[config.mk]
export PLATFORM = sky130hd
export DESIGN_NAME = axi_stream_read_buffered
export DESIGN_NICKNAME = d
export VERILOG_FILES = /design/src/rtl/axi_stream_read_buffered.sv
export SDC_FILE = /design/constraint.sdc
export NUM_CORES = 1
export LEC_CHECK = 0
export CORE_MARGIN = 2
export CORE_UTILIZATION = 43
export DETAILED_ROUTE_END_ITERATION = 10
export PLACE_DENSITY = 0.73
export SLEW_MARGIN = 20
export SYNTH_ARGS = -nofsm -noshare
export SYNTH_HDL_FRONTEND = slang
export SYNTH_SLANG_ARGS = --single-unit
[constraint.sdc]
create_clock -name i_clk -period 2.6 [get_ports i_clk]
set_input_delay 0.52 -clock i_clk [delete_from_list [all_inputs] [get_ports i_clk]]
set_output_delay 0.52 -clock i_clk [all_outputs]
set_load 0.03 [all_outputs]
[src/rtl/axi_stream_read_buffered.sv]
// axi_stream_read_buffered: AXI-Stream receive side feeding a small
// first-word-fall-through FIFO, drained through a valid/enable pop port.
// Optional macro AXIS_READ_TLAST_EN adds i_tlast/o_last and stores tlast
// alongside each entry; with it undefined the entries hold data only.
module axi_stream_read_buffered #(
    parameter int unsigned BUS_WIDTH = 16,
    parameter int unsigned DEPTH     = 4
) (
    input  logic                         i_clk,
    input  logic                         i_areset,
    input  logic                         i_tvalid,
    output logic                         o_tready,
    input  logic [BUS_WIDTH-1:0]         i_tdata,
`ifdef AXIS_READ_TLAST_EN
    input  logic                         i_tlast,
    output logic                         o_last,
`endif
    input  logic                         i_enable,
    output logic                         o_data_valid,
    output logic [BUS_WIDTH-1:0]         o_data,
    output logic [$clog2(DEPTH+1)-1:0]   o_count,
    output logic                         o_full
);

    localparam int unsigned PTR_W = $clog2(DEPTH);
    localparam int unsigned CNT_W = $clog2(DEPTH + 1);
`ifdef AXIS_READ_TLAST_EN
    localparam int unsigned ENTRY_W = BUS_WIDTH + 1;
`else
    localparam int unsigned ENTRY_W = BUS_WIDTH;
`endif

    logic [ENTRY_W-1:0] mem_q [DEPTH];
    logic [ENTRY_W-1:0] mem_d [DEPTH];
    logic [PTR_W-1:0]   wr_ptr_q, wr_ptr_d;
    logic [PTR_W-1:0]   rd_ptr_q, rd_ptr_d;
    logic [CNT_W-1:0]   count_q, count_d;

    logic               full_c;
    logic               empty_c;
    logic               push_c;
    logic               pop_c;
    logic [ENTRY_W-1:0] wr_entry_c;
    logic [ENTRY_W-1:0] head_c;

    // Status decoded purely from registered occupancy
    always_comb begin
        full_c  = (count_q == CNT_W'(DEPTH));
        empty_c = (count_q == '0);
    end

    // Handshake qualification: push on accepted beat, pop only when non-empty
    always_comb begin
        push_c = i_tvalid && !full_c;
        pop_c  = i_enable && !empty_c;
    end

    // Entry to be written on a push
    always_comb begin
`ifdef AXIS_READ_TLAST_EN
        wr_entry_c = {i_tlast, i_tdata};
`else
        wr_entry_c = i_tdata;
`endif
    end

    // Storage next-state: only the slot under the write pointer changes
    always_comb begin
        mem_d = mem_q;
        if (push_c) begin
            mem_d[wr_ptr_q] = wr_entry_c;
        end
    end

    // Pointer and occupancy next-state; pointers wrap by natural overflow
    always_comb begin
        wr_ptr_d = wr_ptr_q;
        rd_ptr_d = rd_ptr_q;
        count_d  = count_q;
        if (push_c) begin
            wr_ptr_d = wr_ptr_q + PTR_W'(1);
        end
        if (pop_c) begin
            rd_ptr_d = rd_ptr_q + PTR_W'(1);
        end
        case ({push_c, pop_c})
            2'b10:   count_d = count_q + CNT_W'(1);
            2'b01:   count_d = count_q - CNT_W'(1);
            default: count_d = count_q;
        endcase
    end

    // Control state; reset discards buffered beats at once
    always_ff @(posedge i_clk or posedge i_areset) begin
        if (i_areset) begin
            wr_ptr_q <= '0;
            rd_ptr_q <= '0;
            count_q  <= '0;
        end else begin
            wr_ptr_q <= wr_ptr_d;
            rd_ptr_q <= rd_ptr_d;
            count_q  <= count_d;
        end
    end

    // Data storage is intentionally left unreset
    always_ff @(posedge i_clk) begin
        mem_q <= mem_d;
    end

    // Head entry read out first-word fall-through
    always_comb begin
        head_c = mem_q[rd_ptr_q];
    end

    // Port decode; ready also drops immediately while reset is held
    always_comb begin
        o_tready     = !i_areset && !full_c;
        o_data_valid = !empty_c;
        o_data       = head_c[BUS_WIDTH-1:0];
        o_count      = count_q;
        o_full       = full_c;
`ifdef AXIS_READ_TLAST_EN
        o_last       = head_c[BUS_WIDTH] && !empty_c;
`endif
    end

endmodule

==> key figures <==
Route
  • DRT antenna net count: 0
  • Detailed-route via count: about 1300
  • Drt drc: 0
  • Avg WL per Cell: 18.00 microns
  • Detailed Route WL: 4.734 mm
  • First-pass iteration count of the detailed router: 4
  • DR vias/cell: 5.129
  • Iteration-0 DRC Markers: approximately 60

Global routing
  • Initial antenna violation count: 0
  • Largest net degree at the start of global routing: 15
  • Total track usage: 14.80%
  • Grt ovf: 0
  • First-pass GRT wire length: a little under 8 mm
  • Vias in the first global route: 1534

Synthesis
  • Number of flops mapped to enable cells by yosys: between 60 and 70
  • Async set or reset register ratio after synthesis: 9.859%
  • Yosys warnings: 0
  • Seq/Total Area, Yosys: 74.92%
  • FF+latch count, synth: roughly 70
  • Cell count after synthesis: about 120
  • Distinct cells, synth: 21
  • Synth Flop Type: edfxtp_1
  • Syn_nets: 149
  • Post-Synthesis Cell Area: 2799 sq um
  • Avg Cell Area, Syn: 22.76 sq um

CTS
  • Clk sinks: 71
  • Worst skew pair latency: 0.33 ns
  • H-tree levels: 3
  • Longest Clk Path Bufs: 2
  • Post-CTS Hold Buffers: 0
  • Root Driver: clkbuf_8
  • Setup Buffers After CTS: 0
  • CTS tree: built
  • Num CTS Buffers: 9
  • Clk slew on worst S/H paths: around 0.07 ns

Power
  • Sw power: 0.001441 W
  • Sw frac: between 30% and 40%
  • Logic pwr share: 39.6%
  • Peak supply drop: approximately 0.00088 V
  • Internal: 0.002805 W
  • Clock Power Share: 21.4%
  • Sequential Power Share: between 30% and 40%
  • PD cells: 1191 nW/um^2
  • Tot Pwr: 0.004247 W
  • Static leakage: 1.318 nW

Timing
  • Final worst path period share: 92.30%
  • Worst slew pin tran: 0.3470 ns
  • Rel. slew slack: 76.87%
  • Setup_tns: 0 ns
  • Final Hold Violating Endpoints: 0
  • Final Slew Violations: 0
  • Final Skew: 0.007000 ns
  • Peak Freq: 0.4167 GHz
  • Endpoints failing setup: 0
  • RSZ-0062 raised after global routing: no
  • Setup ws final: 0.2003 ns
  • Crit path time final: 2.400 ns

Die
  • Total Die Area: roughly 7200 sq um
  • Core Area: between 6000 and 7000 sq um
  • Row cnt: 29
  • Initial core utilization: 44.33%
  • Ports: 42
  • Chip Width: 84.68 microns
  • Die extent in y: ~85 microns

Status
  • Status: completed

Worst setup path
  • Delay of the slowest critical-path stage: 0.57 ns
  • Critical path's slowest cell: mux4_1
  • CP required: 2.08 ns
  • Crit start category: flip-flop
  • CP Cell Sequence: buf_12 > mux4_1 > dlygate4sd2_1
  • WS Path Type: reg2out
  • WP buf/inv: 2
  • CP top delay family: buffers and inverters
  • CP startpoint: rd_ptr_q[0]$_DFFE_PP0P_
  • Critical R2R Capture: o_count[2]$_DFFE_PP0P_
  • Max FO, Critical Path: 14
  • Register-to-Register Path Depth: 9
  • CP Capture Type: primary output
  • R2r startpoint: o_count[0]$_DFFE_PP0P_
  • CP Data Arrival Time: ~1.9 ns
  • Setup slack, reg-to-reg: about 0.42 ns
  • Worst Setup EP: o_data[0]
  • Stages on the worst setup path: 3

Cells and area
  • Final #Nets: slightly above 200
  • Area growth from synthesis to layout: 27.45%
  • Multi-input combinational cell area: 634.4 sq um
  • Sequential cell area: 2097 sq um
  • Layout cell share with drive strength beyond 1: 18.82%
  • Antenna cells: 0
  • Filler Cell Count: 501
  • Post-route cell area: 3567 sq um

Placement
  • Dpl cell area: 3364 sq um
  • Port-buffer cells: 41
  • Routability Congestion: 0.7974
  • Final HPWL DP: 3.330 mm
  • Dpl ws: about 0.17 ns

Job
  • Max Cap Violations: 0

Min path
  • Hold Crit Class: in2async
[timing repair]
item | 4_1_cts | 5_1_grt
endpoints found under the setup margin | 13 | 3
gates resized for setup | 13 | 3
pin swaps | 0 | 0
hold endpoints to repair | 0 | 0
[metrics by stage]
stage | std cells | util (%) | hold slack, ns
after detailed placement | 247 | 53.29 | 0.5511
final | 263 | 56.50 | 0.4812
after floorplan | 123 | - | 0.3234
after CTS | 263 | 56.38 | 0.4689
after global routing | 263 | 56.50 | 0.4823
after global placement | 247 | 53.29 | 0.5264
[synth_stat cells (2+ instances only)]
cell type	instances	area [sq um]
mux4_1	8	210.2
mux4_2	8	180.2
and2_1	4	25.02
nor2_1	2	7.510
inv_1	7	26.28
xnor2_1	3	26.28
edfxtp_1	64	1922
xor2_1	3	26.28
dfrtp_1	7	175.2
buf_2	2	10.01
ha_1	5	62.56
[cell type report]
class | instances | share of cell area, %
sequential | 71 | 58.79
multi-input combinational | 41 | 17.78
timing repair buffer | 51 | 14.07
clock buffer | 9 | 3.472
tap | 77 | 2.701
clock inverter | 7 | 2.455
inverter | 7 | 0.7366
[per-layer routing]
| metal | global-route usage (%) | up-vias | wire length [microns] |
|---|---|---|---|
| li1 | - | 608 | - |
| met3 | 5.506 | 11 | 265 |
| met4 | 7.071 | 0 | 86 |
| met2 | 24.27 | 51 | 2511 |
| met1 | 17.30 | 679 | 1870 |
| met5 | 0 | - | 0 |
[worst reg2reg max path, stage by stage, from the launching register on]
cell and delay (ns):
dfrtp_1 0.47, nor3b_4 0.31, nor2b_4 0.10, inv_1 0.07
ha_1 0.19, inv_1 0.08, fa_1 0.39, xor2_1 0.16
nor2_1 0.14, xor2_1 0.17
[state kept, by name (all words and copies together), names as in the netlist]
register,cells
o_count,3
rd_ptr_q,2
wr_ptr_q,2
mem_q,64
[power by group through the flow]
stage	sequential [W]	combinational [W]	clock, W
final	0.00166	0.00168	0.000907
after global routing	0.00169	0.00179	0.000979
after CTS	0.00166	0.00172	0.000933
after detailed placement	0.00168	0.00182	0
after global placement	0.00166	0.00177	0
after floorplan	0.00167	0.00112	0
[how the worst min path moves through the flow]
stage,start,to,slack (ns)
global placement,o_count[2]$_DFFE_PP0P_,o_count[2]$_DFFE_PP0P_,0.53
detailed placement,o_count[2]$_DFFE_PP0P_,o_count[2]$_DFFE_PP0P_,0.55
global route,i_areset,o_count[0]$_DFFE_PP0P_,0.48
CTS,i_areset,o_count[0]$_DFFE_PP0P_,0.47
finish,i_areset,o_count[0]$_DFFE_PP0P_,0.48
floorplan,i_areset,o_count[0]$_DFFE_PP0P_,0.32
[cells in the final DEF (no fill, tap or decap), types with 4 or more instances in the layout]
cell	netlist	layout
buf_4	0	8
inv_1	7	7
edfxtp_1	64	64
and2_1	4	4
mux4_2	8	8
dfrtp_1	7	7
clkbuf_8	0	9
mux4_1	8	8
ha_1	5	5
dlygate4sd2_1	0	13
clkdlybuf4s50_1	0	25
[cells by family after synthesis]
group           after synthesis  share of synthesized area (%)
xor+xnor                      6                          1.878
compound gates                1                         0.3130
buf+inv                      11                          2.414
simple gates                 10                          2.682
mux                          18                          14.84
flops                        71                          74.92
fa+ha+maj                     6                          2.950
Note: power is estimated with default switching activity, not from simulation.
